<file path="config.mk">
export PLATFORM = sky130hd
export DESIGN_NAME = spi_rx_buffer
export DESIGN_NICKNAME = d
export VERILOG_FILES = /design/src/rtl/spi_rx_buffer.sv
export SDC_FILE = /design/constraint.sdc
export NUM_CORES = 1
export LEC_CHECK = 0
export ABC_AREA = 1
export CORE_ASPECT_RATIO = 0.8
export CORE_MARGIN = 1.5
export CORE_UTILIZATION = 54
export DETAILED_ROUTE_END_ITERATION = 8
export DONT_BUFFER_PORTS = 1
export PLACE_DENSITY = 0.71
export SYNTH_ARGS = -nofsm -noshare
export SYNTH_HDL_FRONTEND = slang
export SYNTH_SLANG_ARGS = --single-unit
</file>
<file path="constraint.sdc">
create_clock -name clk -period 2.6 [get_ports clk]
set_input_delay 0.78 -clock clk [delete_from_list [all_inputs] [get_ports clk]]
set_output_delay 0.78 -clock clk [all_outputs]
set_load 0.02 [all_outputs]
</file>
<file path="src/rtl/spi_rx_buffer.sv">
// SPI receiver in the clk domain: synchronised sclk/cs/mosi, MSB-first byte assembly, DEPTH-byte FIFO.
// Byte visible SYNC_STAGES+2 edges after the 8th sclk fall; full FIFO drops bytes (sticky overflow); SPI_RX_FRAME_CHECK_EN adds frame_err.
module spi_rx_buffer #(
  parameter int DEPTH       = 4,
  parameter int SYNC_STAGES = 2
) (
  input  logic                       clk,
  input  logic                       rst,
  input  logic                       sclk,
  input  logic                       cs,
  input  logic                       mosi,
  output logic [7:0]                 dout,
  output logic                       dout_valid,
  input  logic                       dout_ready,
  output logic [$clog2(DEPTH+1)-1:0] level,
  output logic                       overflow
`ifdef SPI_RX_FRAME_CHECK_EN
  ,
  output logic                       frame_err
`endif
);

  localparam int AW = $clog2(DEPTH);
  localparam int PW = AW + 1;
  localparam int LW = $clog2(DEPTH + 1);

  typedef enum logic {
    IDLE = 1'b0,
    RECV = 1'b1
  } state_t;

  logic [SYNC_STAGES-1:0] sclk_sync_q, cs_sync_q, mosi_sync_q, prime_q;
  logic                   sclk_s, cs_s, mosi_s, sclk_d_q, fall, primed;
  logic                   armed_q, armed_d;

  state_t                 state_q, state_d;
  logic [2:0]             bit_cnt_q, bit_cnt_d;
  logic [6:0]             shift_q, shift_d;
  logic                   push_q, push_d;
  logic [7:0]             byte_q, byte_d;
`ifdef SPI_RX_FRAME_CHECK_EN
  logic                   frame_err_q, frame_err_d;
`endif

  logic [7:0]             mem_q [DEPTH];
  logic [PW-1:0]          wr_ptr_q, wr_ptr_d, rd_ptr_q, rd_ptr_d, used;
  logic                   full, empty, pop, wr_en;
  logic                   overflow_q, overflow_d;

  // All three lines use the same depth so mosi stays aligned with the sclk edge.
  always_ff @(posedge clk or negedge rst) begin
    if (!rst) begin
      sclk_sync_q <= '0;
      cs_sync_q   <= '1;
      mosi_sync_q <= '0;
      prime_q     <= '0;
      sclk_d_q    <= 1'b0;
      armed_q     <= 1'b0;
    end else begin
      sclk_sync_q <= {sclk_sync_q[SYNC_STAGES-2:0], sclk};
      cs_sync_q   <= {cs_sync_q[SYNC_STAGES-2:0], cs};
      mosi_sync_q <= {mosi_sync_q[SYNC_STAGES-2:0], mosi};
      prime_q     <= {prime_q[SYNC_STAGES-2:0], 1'b1};
      sclk_d_q    <= sclk_s;
      armed_q     <= armed_d;
    end
  end

  assign sclk_s = sclk_sync_q[SYNC_STAGES-1];
  assign cs_s   = cs_sync_q[SYNC_STAGES-1];
  assign mosi_s = mosi_sync_q[SYNC_STAGES-1];
  assign fall   = !sclk_s && sclk_d_q;
  assign primed = prime_q[SYNC_STAGES-1];

  // The cs reset value is not a real observation; arm only on cs high seen after the synchroniser has flushed.
  assign armed_d = armed_q || (primed && cs_s);

  always_ff @(posedge clk or negedge rst) begin
    if (!rst) begin
      state_q     <= IDLE;
      bit_cnt_q   <= 3'd0;
      shift_q     <= 7'd0;
      push_q      <= 1'b0;
      byte_q      <= 8'h00;
`ifdef SPI_RX_FRAME_CHECK_EN
      frame_err_q <= 1'b0;
`endif
    end else begin
      state_q     <= state_d;
      bit_cnt_q   <= bit_cnt_d;
      shift_q     <= shift_d;
      push_q      <= push_d;
      byte_q      <= byte_d;
`ifdef SPI_RX_FRAME_CHECK_EN
      frame_err_q <= frame_err_d;
`endif
    end
  end

  always_comb begin
    state_d     = state_q;
    bit_cnt_d   = bit_cnt_q;
    shift_d     = shift_q;
    push_d      = 1'b0;
    byte_d      = byte_q;
`ifdef SPI_RX_FRAME_CHECK_EN
    frame_err_d = 1'b0;
`endif
    case (state_q)
      IDLE: begin
        if (armed_q && !cs_s) begin
          state_d   = RECV;
          bit_cnt_d = 3'd0;
          shift_d   = 7'd0;
        end
      end
      RECV: begin
        // cs release wins over a coincident sclk fall.
        if (cs_s) begin
          state_d     = IDLE;
          bit_cnt_d   = 3'd0;
          shift_d     = 7'd0;
`ifdef SPI_RX_FRAME_CHECK_EN
          frame_err_d = (bit_cnt_q != 3'd0);
`endif
        end else if (fall) begin
          shift_d   = {shift_q[5:0], mosi_s};
          bit_cnt_d = bit_cnt_q + 3'd1;
          if (bit_cnt_q == 3'd7) begin
            push_d = 1'b1;
            byte_d = {shift_q, mosi_s};
          end
        end
      end
      default: state_d = IDLE;
    endcase
  end

  assign used  = wr_ptr_q - rd_ptr_q;
  assign full  = (used == PW'(DEPTH));
  assign empty = (used == '0);
  assign pop   = !empty && dout_ready;
  // When full, a same-cycle pop frees the slot the write lands in.
  assign wr_en = push_q && (!full || pop);

  always_comb begin
    wr_ptr_d   = wr_ptr_q;
    rd_ptr_d   = rd_ptr_q;
    overflow_d = overflow_q;
    if (wr_en) wr_ptr_d = wr_ptr_q + PW'(1);
    if (pop)   rd_ptr_d = rd_ptr_q + PW'(1);
    if (push_q && full && !pop) overflow_d = 1'b1;
  end

  always_ff @(posedge clk or negedge rst) begin
    if (!rst) begin
      wr_ptr_q   <= '0;
      rd_ptr_q   <= '0;
      overflow_q <= 1'b0;
      for (int i = 0; i < DEPTH; i++) mem_q[i] <= 8'h00;
    end else begin
      wr_ptr_q   <= wr_ptr_d;
      rd_ptr_q   <= rd_ptr_d;
      overflow_q <= overflow_d;
      if (wr_en) mem_q[wr_ptr_q[AW-1:0]] <= byte_q;
    end
  end

  assign dout       = mem_q[rd_ptr_q[AW-1:0]];
  assign dout_valid = !empty;
  assign level      = LW'(used);
  assign overflow   = overflow_q;
`ifdef SPI_RX_FRAME_CHECK_EN
  assign frame_err  = frame_err_q;
`endif

endmodule

</file>
Word level (Yosys, flattened, before mapping)
Cells that the tools add are included.
{"block": "word_totals", "out_inout_bits": 13, "word_cells": 72, "register_bits": 69, "ram_bits": 0, "mem_bits_ro": 0, "latch_bits": 0, "input_bits": 6, "mem_count": 0}
{"block": "op_classes", "div": 0, "magnitude_cmp": 3, "reduce_logical": 18, "eq_ne": 4, "mux": 21, "multipliers": 0, "n_bitwise": 4, "shift": 0, "n_addsub": 4}
{"op": "bitwise mux 32 bit", "n": 1}
{"op": "two-way mux 8 bit", "n": 3}
{"op": "two-way mux 7 bit", "n": 3}
{"op": "binary-select mux 8 bit (select 2 bit)", "n": 1}
{"op": "demux 8 bit (select 2 bit)", "n": 1}
{"op": "case mux 7 bit (2 select lines)", "n": 1}
{"op": "adder 3 x 1 -> 3 bit (second input constant)", "n": 3}
{"op": "two-way mux 3 bit", "n": 3}
{"op": "logical AND 1 bit", "n": 8}
{"op": "== test 3 bit (second input constant)", "n": 2}
{"op": "greater-or-equal comparator 3 bit (second input constant)", "n": 2}
{"op": "two-way mux 1 bit", "n": 6}
{"op": "NOT 2 -> 3 bit", "n": 2}
{"op": "case mux 3 bit (2 select lines)", "n": 1}
{"op": "zero test 1 bit", "n": 5}
{"op": "AND reduction 4 bit", "n": 1}
{"op": "zero test 3 bit", "n": 1}
{"op": "less-than comparator 3 x 1 -> 1 bit (second input constant)", "n": 1}
{"op": "!= test 3 bit (second input constant)", "n": 1}
{"op": "subtractor 3 bit", "n": 1}
{"op": "logical OR 1 bit", "n": 2}
{"op": "!= test 2 bit (second input constant)", "n": 1}
{"op": "NOT 1 bit", "n": 2}
{"op": "case mux 1 bit (2 select lines)", "n": 1}
{"op": "AND reduction 2 bit", "n": 1}

Longest topological paths before layout
Gate-level depths: netlist of the first run.
{"block": "logic_depth", "word_depth": 6, "mapped_depth": 12, "ltp_nobuf": 11}

Least setup slack after synthesis of the first run
No wires, ideal clock.
{"block": "synth_path", "path_kind": "register to output", "from": "register wr_ptr_q[0]", "to": "output port dout_valid", "path_stages_with_launch": 7, "n_path_buf": 0, "t_arrival_ns": 1.442, "t_required_ns": 1.820, "slack_ns": 0.378, "cell_sequence": "dfrtp_1 > inv_1 > ha_1 > fa_1 > inv_1 > nand2_1 > nand3b_1"}
{"block": "synth_between", "elab_chain_len": 3}
{"item": "start: declaration", "line": "46", "text": "logic [PW-1:0] wr_ptr_q, wr_ptr_d, rd_ptr_q, rd_ptr_d, used;"}
{"item": "start signal: assignment", "line": "162", "text": "wr_ptr_q <= wr_ptr_d;"}
{"item": "subtractor 3 bit", "line": "139", "text": "assign used = wr_ptr_q - rd_ptr_q;"}
{"item": "zero test 3 bit", "line": "141", "text": "assign empty = (used == '0);"}
{"item": "zero test 1 bit", "line": "170", "text": "assign dout_valid = !empty;"}
{"item": "end: declaration", "line": "13", "text": "output logic dout_valid,"}
Every way passes these cells.

Worst setup path after layout of the first run
{"block": "layout_path", "from": "register rd_ptr_q[0]", "to": "output port dout_valid"}
{"block": "layout_between", "elab_chain_len": 3}
{"item": "start: declaration", "line": "46"}
{"item": "start signal: assignment", "line": "163", "text": "rd_ptr_q <= rd_ptr_d;"}
{"item": "subtractor 3 bit", "line": "139"}
{"item": "zero test 3 bit", "line": "141"}
{"item": "zero test 1 bit", "line": "170"}
Every way passes these cells.

==> impl_metrics.py, run 1 <==
metrics = {
    "run_status": {
        "status": "completed",
    },
    "worst_setup_path": {
        "start_kind": "flip-flop",
        "criticalPathCategory": "reg2out",
        "cp-startpoint": "rd_ptr_q[0]$_DFFE_PN0P_",
        "arrival_ns": 1.77,
        "cp_max_fo": 5,
        "endpoint_kind": "output port",
        "required_ns": 1.82,
        "critical_path.reg2reg.startpoint": "rd_ptr_q[0]$_DFFE_PN0P_",
    },
    "floorplanning": {
        "start_util_pct": 56.7,
        "die-area_mm2": 0.00627,
        "die_w_um": 88.1,
        "core_area_mm2": 0.00553,
        "fp.dieH_um": 71.1,
        "rows": 24,
        "io_pins": 19,
    },
    "min_path": {
        "min_path_type": "in2async",
    },
    "clock_network": {
        "cts_root_buffer": "clkbuf_8",
        "cts.clk_slew.worst_paths_ns": 0.07,
        "hold_buffers": 0,
        "clkSinkCount": 69,
        "cts_buffers": 9,
        "cts_tree": "built",
        "ctsLongestPathBuffers": 2,
        "insertion_delay_ns": 0.34,
        "htreeDepth": 3,
    },
    "sta": {
        "setup_viol": 0,
        "setup_ws_ns": 0.0547,
        "hold_violations": 0,
        "fin_crit_ns": 2.55,
        "fin_skew_ns": 0.00721,
        "finalMaxSlewViolations": 0,
        "rsz0062_at_grt": "true",
        "period_share_pct": 97.9,
        "max_clock_freq_mhz": 393,
        "setup_tns_ns": 0,
    },
    "routing": {
        "num_vias": 2469,
        "wl_um": 6420,
        "routedWlPerCell_um": 14.4,
        "drcViolationCount": 0,
        "dr.pass1.iters": 4,
        "first_iter_violations": 141,
        "vias_per_cell": 5.54,
        "drtAntennaViolNets": 0,
    },
    "finish": {
        "nFillCells": 499,
        "mostFrequentLayoutCells": "nand2_1, dfrtp_1, nand4_1",
        "nets": 379,
        "drive_gt1_share_pct": 13.6,
        "utilization_pct": 63.7,
        "multi_input_area_mm2": 0.00125,
        "instances_no_fill": 446,
        "antenna_cells": 0,
        "final_common_cell": "nand2_1",
        "regArea_mm2": 0.00173,
        "syn_to_final_growth_pct": 12.5,
    },
    "global_route": {
        "grtUsageTotal_pct": 23.3,
        "met1_usage_pct": 33.2,
        "grtUsageMet3_pct": 7.00,
        "use_met2_pct": 34.4,
        "grt_pass1_vias": 2306,
        "antenna_found_initial": 0,
        "grt_start_max_net_pins": 70,
        "grt_pass1_wl_um": 11100,
        "top_usage_layer": "met2",
        "grt-ovfl-total": 0,
    },
    "place": {
        "portBuffers": 0,
        "post-place-ws_ns": 0.275,
        "dp_hpwl_um": 4210,
        "dpl.cell_count": 428,
        "gp_congestion": 0.806,
    },
    "run": {
        "drv_cap": 0,
    },
    "power": {
        "power.density_mw_per_mm2": 633,
        "p_leak_nw": 1.90,
        "finalPower_w": 0.00223,
        "peakVddDrop_uv": 434,
    },
    "yosys": {
        "synth_top_area_cell": "dfrtp_1",
        "ys_ff_latch": 69,
        "ys_top_cells_by_area": "dfrtp_1, nand2_1, nand4_1, o21ai_0, nand3_1",
        "synthCells": 353,
        "synth_top_area_share_pct": 53.6,
        "syn_area_mm2": 0.00313,
        "synth_warnings": 0,
        "synth_cell_types": 23,
        "syn_area_per_cell_um2": 8.87,
        "synth-seq-area-share_pct": 55.2,
        "synth_fp_nets": 369,
    },
}
## layer usage
| layer | wire length (um) | up-vias |
|---|---|---|
| met5 | 0 | - |
| met4 | 83 | 0 |
| met3 | 401 | 8 |
| met2 | 2920 | 60 |
| met1 | 3010 | 1191 |
| li1 | - | 1210 |
## timing repair
item / in CTS / in global routing
buffers inserted: 2 / 0
hold endpoints to repair: 0 / 0
setup endpoints to repair: 1 / 2
pin swaps: 1 / 0
gates resized for setup: 1 / 8
## area by class of cell
type | instances | share of cell area, %
multi-input cells | 251 | 35.5
flip-flops and latches | 69 | 49.2
repair buffers | 17 | 3.62
clock buffers | 10 | 3.91
clock inverters | 6 | 3.30
well taps | 78 | 2.77
inverters | 15 | 1.71
## cells by family after synthesis
kind of cell	Yosys count	share of synthesized area, %
and+or+nand+nor	202	28.5
DFF	69	55.2
AOI/OAI and AO/OA	37	6.47
buffers and inverters	33	5.20
adders and majority gates	10	4.24
xor gates and xnor gates	1	0.280
other	1	0.120
## metrics by stage
step | hold slack (ns) | instance area, um^2
2_1_floorplan | 0.331 | 3130
3_5_place_dp | 0.337 | 3230
5_1_grt | 0.0960 | 3520
4_1_cts | 0.105 | 3510
3_3_place_gp | 0.333 | 3230
6_report | 0.127 | 3520
## critical path, stage by stage, from the launching register on
cell and delay [ns]:
dfrtp_1 0.44, ha_2 0.20, fa_2 0.37, inv_2 0.08, nand2_2 0.05, nand3b_1 0.28
## registers in the layout, summed over array words and instances (netlist names)
signal / count
mosi_sync_q: 2
push_q: 1
prime_q: 2
overflow: 1
byte_q: 8
state_q: 1
shift_q: 7
bit_cnt_q: 3
mem_q: 32
sclk_d_q: 1
cs_sync_q: 2
armed_q: 1
rd_ptr_q: 3
sclk_sync_q: 2
wr_ptr_q: 3
## cells in the mapped netlist, drive strengths merged
library cell and count:
xor2 1, o22ai 8, a31o 1, nor2 20
clkbuf 6, buf 12, o21ai 28, dfrtp 67
nand2 121, nand4 33, dfstp 2, inv 15
nand3b 1, fa 1, nand3 27, ha 9
conb 1
## power by group
| part | internal (W) | total [W] | leakage [nW] | switching, W |
|---|---|---|---|---|
| sequential | 0.00109 | 0.00110 | 0.930 | 0.00000926 |
| clock | 0.000671 | 0.00108 | 0.127 | 0.000411 |
| combinational | 0.0000121 | 0.0000496 | 0.845 | 0.0000375 |
## path summary, 6_finish.rpt
path,endpoint,slack (ns),cells past startpoint
setup / recovery,dout_valid,0.05,5
hold / removal,rd_ptr_q[2]$_DFFE_PN0P_,0.13,0
setup reg to reg,mem_q[29]$_DFFE_PN0P_,0.40,10
hold reg to reg,mosi_sync_q[1]$_DFF_PN0_,0.35,0
max in group asynchronous,cs_sync_q[0]$_DFF_PN1_,2.28,0
min in group clk,mosi_sync_q[1]$_DFF_PN0_,0.35,0
No activity file was read; power rests on OpenSTA's default activity.
==> run 2: changes to the inputs <==
==> constraint.sdc (replaced) <==
create_clock -name clk -period 3.1 [get_ports clk]
set_input_delay 0.93 -clock clk [delete_from_list [all_inputs] [get_ports clk]]
set_output_delay 0.93 -clock clk [all_outputs]
set_load 0.02 [all_outputs]
==> run 2 against run 1 <==
Non-clock buffer count decreased by 13. Highest routed layer unchanged. First-iteration DRC count shrank 17%. Clock power fell by 35%. Sequential cell count stayed put. Global-route usage shrank 0.083 points. Final cell count decreased by 2.9%. Final area down 5.2%. Routed wire length grew 2.0%. Clock skew rose by 0.0043 ns. Sequential power is 16% lower.
==> impl_metrics.py, run 2 (synthesis gave the netlist of run 1 again) <==
metrics = {
    "power": {
        "power.density_mw_per_mm2": 500,
        "peakVddDrop_uv": 242,
        "p_leak_nw": 1.81,
    },
    "run": {
        "drv_cap": 0,
    },
    "sta": {
        "setup_tns_ns": 0,
        "hold_slack_ns": 0.280,
        "setup_ws_ns": 0.194,
        "rsz0062_at_grt": "false",
        "finalMaxSlewViolations": 0,
        "fin_crit_ns": 2.91,
        "relSlewSlack_pct": 42.3,
        "hold_violations": 0,
        "period_share_pct": 93.7,
        "fin_skew_ns": 0.0115,
        "max_clock_freq_mhz": 344,
        "worst_slew_pin_slew_ns": 0.865,
        "setup_viol": 0,
    },
    "run_status": {
        "status": "completed",
    },
    "worst_setup_path": {
        "path_delay_family": "flip-flops",
        "cp-startpoint": "rd_ptr_q[1]$_DFFE_PN0P_",
        "start_kind": "flip-flop",
        "critical_path.reg2reg.startpoint": "rd_ptr_q[1]$_DFFE_PN0P_",
        "arrival_ns": 1.98,
        "reg2reg_to": "mem_q[24]$_DFFE_PN0P_",
        "crit_chain": "inv_1 -> ha_1 -> nand2_1 -> nand3b_1",
        "required_ns": 2.17,
        "criticalPathCategory": "reg2out",
        "cp_num_cells": 4,
        "r2r_cells": 8,
        "critPathSlowestCell": "dfrtp_1",
        "endpoint_kind": "output port",
        "reg2reg_slack_ns": 0.71,
        "cp-endpoint": "dout_valid",
        "path_buf_inv": 1,
        "cpPeakStageDelay_ns": 0.59,
        "cp_max_fo": 12,
    },
    "routing": {
        "vias_per_cell": 5.62,
        "routedWlPerCell_um": 15.1,
        "num_vias": 2434,
        "wl_um": 6550,
        "first_iter_violations": 117,
        "drcViolationCount": 0,
        "dr.pass1.iters": 4,
        "drtAntennaViolNets": 0,
    },
    "finish": {
        "instances_no_fill": 433,
        "final_common_cell": "nand2_1",
        "multi_input_area_mm2": 0.00124,
        "top_regs": "mem_q: 32 flops, byte_q: 8 flops, shift_q: 7 flops",
        "regMostFlops": "mem_q",
        "syn_to_final_growth_pct": 6.67,
        "nFillCells": 490,
        "nets": 366,
        "largest_reg_flops": 32,
        "utilization_pct": 60.4,
        "mostFrequentLayoutCells": "nand2_1, dfrtp_1, nand4_1",
        "drive_gt1_share_pct": 6.76,
        "regArea_mm2": 0.00173,
        "antenna_cells": 0,
    },
    "global_route": {
        "grt_start_max_net_pins": 70,
        "grt-ovfl-total": 0,
        "antenna_found_initial": 0,
        "grtUsageTotal_pct": 23.2,
        "grt_pass1_wl_um": 11000,
        "grt_pass1_vias": 2367,
    },
    "clock_network": {
        "clkSinkCount": 69,
        "insertion_delay_ns": 0.34,
        "ctsLongestPathBuffers": 2,
        "post_cts_buffers": 0,
        "htreeDepth": 3,
        "hold_buffers": 0,
        "cts_buffers": 9,
        "cts.clk_slew.worst_paths_ns": 0.07,
        "cts_tree": "built",
        "post_cts_resized": 0,
        "cts_root_buffer": "clkbuf_8",
    },
    "floorplanning": {
        "die_w_um": 88.1,
        "io_pins": 19,
        "die-area_mm2": 0.00627,
        "fp.dieH_um": 71.1,
        "core_area_mm2": 0.00553,
        "rows": 24,
        "start_util_pct": 56.7,
    },
    "place": {
        "dpl.cell_count": 417,
        "dp_hpwl_um": 4190,
        "post-place-ws_ns": 0.583,
        "gp_congestion": 0.843,
        "portBuffers": 0,
    },
    "min_path": {
        "min_path_type": "in2async",
    },
}
-- run 2: cell count changes in the layout (fill, tap and decap cells not counted), sizes merged --
cell	previous run	this run
inv	16	15
buf	17	4
clkbuf	10	14
bufinv	3	1
clkinvlp	1	0
-- run 2: layer usage --
| metal | global-route usage [%] | up-vias | wire length, um |
|---|---|---|---|
| met5 | 0 | - | 0 |
| met4 | 10.9 | 0 | 67 |
| met3 | 6.65 | 9 | 385 |
| met2 | 35.5 | 75 | 3160 |
| met1 | 30.8 | 1168 | 2930 |
| li1 | - | 1182 | - |
-- run 2: worst min path at each step --
stage	end	slack [ns]	cells after the start
final	rd_ptr_q[0]$_DFFE_PN0P_	0.28	0
after global routing	rd_ptr_q[2]$_DFFE_PN0P_	0.25	0
after floorplan	mosi_sync_q[1]$_DFF_PN0_	0.33	0
after global placement	sclk_sync_q[1]$_DFF_PN0_	0.33	0
after CTS	rd_ptr_q[2]$_DFFE_PN0P_	0.27	0
after detailed placement	sclk_sync_q[1]$_DFF_PN0_	0.33	0
-- run 2: cell type report --
class                   count  area share (%)
inverters                  15            1.69
flip-flops and latches     69            51.8
well taps                  78            2.92
clock inverters             2            1.05
repair buffers              4           0.899
clock buffers              14            4.57
multi-input cells         251            37.1
-- run 2: where the power goes --
| group | switching (W) | leakage (nW) | internal, W |
|---|---|---|---|
| combinational | 0.0000306 | 0.777 | 0.00000888 |
| clock | 0.000312 | 0.0947 | 0.000394 |
| sequential | 0.00000828 | 0.933 | 0.000914 |
-- run 2: stage by stage --
step	total power [W]	instance area, um^2
after global placement	0.000978	3150
after detailed placement	0.000979	3150
after global routing	0.00172	3340
after floorplan	0.000971	3130
after CTS	0.00169	3340
final	0.00167	3340
==> run 3: changes to the inputs <==
--- a/config.mk
+++ b/config.mk
@@ -6,7 +6,6 @@
 export NUM_CORES = 1
 export LEC_CHECK = 0
 export ABC_AREA = 1
-export CORE_ASPECT_RATIO = 0.8
 export CORE_MARGIN = 1.5
 export CORE_UTILIZATION = 54
 export DETAILED_ROUTE_END_ITERATION = 8
==> constraint.sdc (replaced) <==
create_clock -name clk -period 2.7 [get_ports clk]
set_input_delay 0.81 -clock clk [delete_from_list [all_inputs] [get_ports clk]]
set_output_delay 0.81 -clock clk [all_outputs]
set_load 0.02 [all_outputs]
==> run 3 against run 2 <==
Critical path depth is 2 higher. Routed wire length is 0.11% lower. Die area hardly changed. Core utilization is 1.1 points higher. Total power is 27% higher. Final cell count is 0.69% lower. Sequential share of layout area is 1.0 points lower. Clock skew is 0.0034 ns lower. Register-to-register slack worse by 0.23 ns. Clock-buffer cell count is 2 lower. Sequential power is 15% higher.
==> impl_metrics.py, run 3 (synthesis gave the netlist of run 1 again) <==
metrics = {
    "clock_network": {
        "clkSinkCount": 69,
        "hold_buffers": 0,
        "cts.clk_slew.worst_paths_ns": 0.08,
        "insertion_delay_ns": 0.35,
        "cts_tree": "built",
        "cts_buffers": 9,
        "ctsLongestPathBuffers": 2,
        "cts_root_buffer": "clkbuf_8",
        "htreeDepth": 3,
    },
    "worst_setup_path": {
        "path_delay_family": "adder cells",
        "cpPeakStageDelay_ns": 0.36,
        "required_ns": 1.89,
        "endpoint_kind": "output port",
        "cp_max_fo": 5,
        "arrival_ns": 1.77,
        "critPathSlowestCell": "dfrtp_1",
        "start_kind": "flip-flop",
        "criticalPathCategory": "reg2out",
        "path_buf_inv": 2,
        "crit_chain": "inv_2 -> ha_1 -> fa_2 -> inv_1 -> nand2_1 -> nand3b_1",
    },
    "run_status": {
        "status": "completed",
    },
    "global_route": {
        "grt_pass1_wl_um": 11100,
        "grt-ovfl-total": 0,
        "antenna_found_initial": 0,
        "grtUsageTotal_pct": 23.2,
        "grt_pass1_vias": 2353,
        "grt_start_max_net_pins": 70,
    },
    "finish": {
        "regArea_mm2": 0.00173,
        "syn_to_final_growth_pct": 8.95,
        "largest_reg_flops": 32,
        "top_regs": "mem_q: 32 flops, byte_q: 8 flops, shift_q: 7 flops",
        "instances_no_fill": 430,
        "mostFrequentLayoutCells": "nand2_1, dfrtp_1, nand4_1",
        "fin_area_mm2": 0.00341,
        "utilization_pct": 61.6,
        "antenna_cells": 0,
        "multi_input_area_mm2": 0.00124,
        "nFillCells": 470,
        "regMostFlops": "mem_q",
        "drive_gt1_share_pct": 8.94,
        "final_common_cell": "nand2_1",
        "nets": 369,
    },
    "sta": {
        "hold_violations": 0,
        "finalMaxSlewViolations": 0,
        "period_share_pct": 95.5,
        "setup_viol": 0,
        "fin_skew_ns": 0.00808,
        "worst_slew_pin_slew_ns": 0.678,
        "fin_crit_ns": 2.58,
        "relSlewSlack_pct": 54.8,
        "max_clock_freq_mhz": 388,
        "rsz0062_at_grt": "false",
        "setup_tns_ns": 0,
    },
    "floorplanning": {
        "rows": 27,
        "io_pins": 19,
        "start_util_pct": 56.5,
        "die-area_mm2": 0.00626,
        "fp.dieH_um": 79.1,
        "die_w_um": 79.1,
        "core_area_mm2": 0.00554,
    },
    "routing": {
        "routedWlPerCell_um": 15.2,
        "wl_um": 6540,
        "dr.pass1.iters": 5,
        "drcViolationCount": 0,
        "vias_per_cell": 5.68,
        "num_vias": 2443,
        "first_iter_violations": 246,
        "drtAntennaViolNets": 0,
    },
    "power": {
        "switching_share_pct": 20.1,
        "internal_power_w": 0.00170,
        "power.density_mw_per_mm2": 623,
        "pwr-share-comb_pct": 2.2,
        "p_sw_w": 0.000428,
        "p_leak_nw": 1.85,
        "power_frac_seq_pct": 49.8,
        "p_clk_share_pct": 48.0,
        "peakVddDrop_uv": 437,
    },
    "place": {
        "gp_congestion": 0.803,
        "portBuffers": 0,
        "place_area_mm2": 0.00316,
        "dp_hpwl_um": 4310,
        "dpl.cell_count": 413,
    },
    "min_path": {
        "min_path_type": "in2async",
    },
    "run": {
        "drv_cap": 0,
    },
}
-- run 3: cell count changes in the layout (fill, tap and decap cells not counted), sizes merged --
cell / previous run / this run
buf: 4 / 7
bufinv: 1 / 3
clkbuf: 14 / 12
-- run 3: path summary, 6_finish.rpt --
check,endpoint,startpoint,slack (ns),cells after the start
max,dout_valid,wr_ptr_q[0]$_DFFE_PN0P_,0.12,6
min,mem_q[19]$_DFFE_PN0P_,rst,0.15,0
max reg2reg,mem_q[24]$_DFFE_PN0P_,wr_ptr_q[0]$_DFFE_PN0P_,0.48,11
min reg2reg,prime_q[1]$_DFF_PN0_,prime_q[0]$_DFF_PN0_,0.35,0
max in group asynchronous,cs_sync_q[0]$_DFF_PN1_,rst,2.34,0
min in group clk,prime_q[1]$_DFF_PN0_,prime_q[0]$_DFF_PN0_,0.35,0
-- run 3: timing repair --
action,CTS,global route
hold endpoints to repair,0,0
setup buffers,1,0
resized for setup,0,3
endpoints found under the setup margin,1,1
pin swaps,1,0
-- run 3: per-layer routing --
layer | track usage (%) | part of all wire, % | wire [um] | up-vias
li1 | - | - | - | 1182
met1 | 31.0 | 45 | 2950 | 1159
met4 | 12.6 | 2.4 | 160 | 0
met2 | 35.8 | 47 | 3070 | 87
met5 | 0 | 0 | 0 | -
met3 | 4.25 | 5.5 | 360 | 15
-- run 3: layout make-up --
type / instances / share of cell area, %
clock buffer: 12 / 4.26
clock inverter: 4 / 2.79
inverter: 15 / 1.65
multi-input combinational: 251 / 36.4
sequential: 69 / 50.7
tap: 72 / 2.64
timing repair buffer: 7 / 1.54
-- run 3: stage by stage --
stage	setup WS, ns	hold slack (ns)	power (W)
after floorplan	0.448	0.331	0.00111
after global placement	0.385	0.332	0.00112
after detailed placement	0.331	0.336	0.00113
after CTS	0.00568	0.145	0.00214
after global routing	0.00534	0.140	0.00219
final	0.120	0.152	0.00213
-- run 3: power by group through the flow --
stage,Clock [W],Combinational [W],Sequential [W]
after floorplan,0,0.0000387,0.00108
final,0.00102,0.0000469,0.00106
after CTS,0.00103,0.0000467,0.00106
after detailed placement,0,0.0000465,0.00108
after global placement,0,0.0000458,0.00108
after global routing,0.00108,0.0000533,0.00106
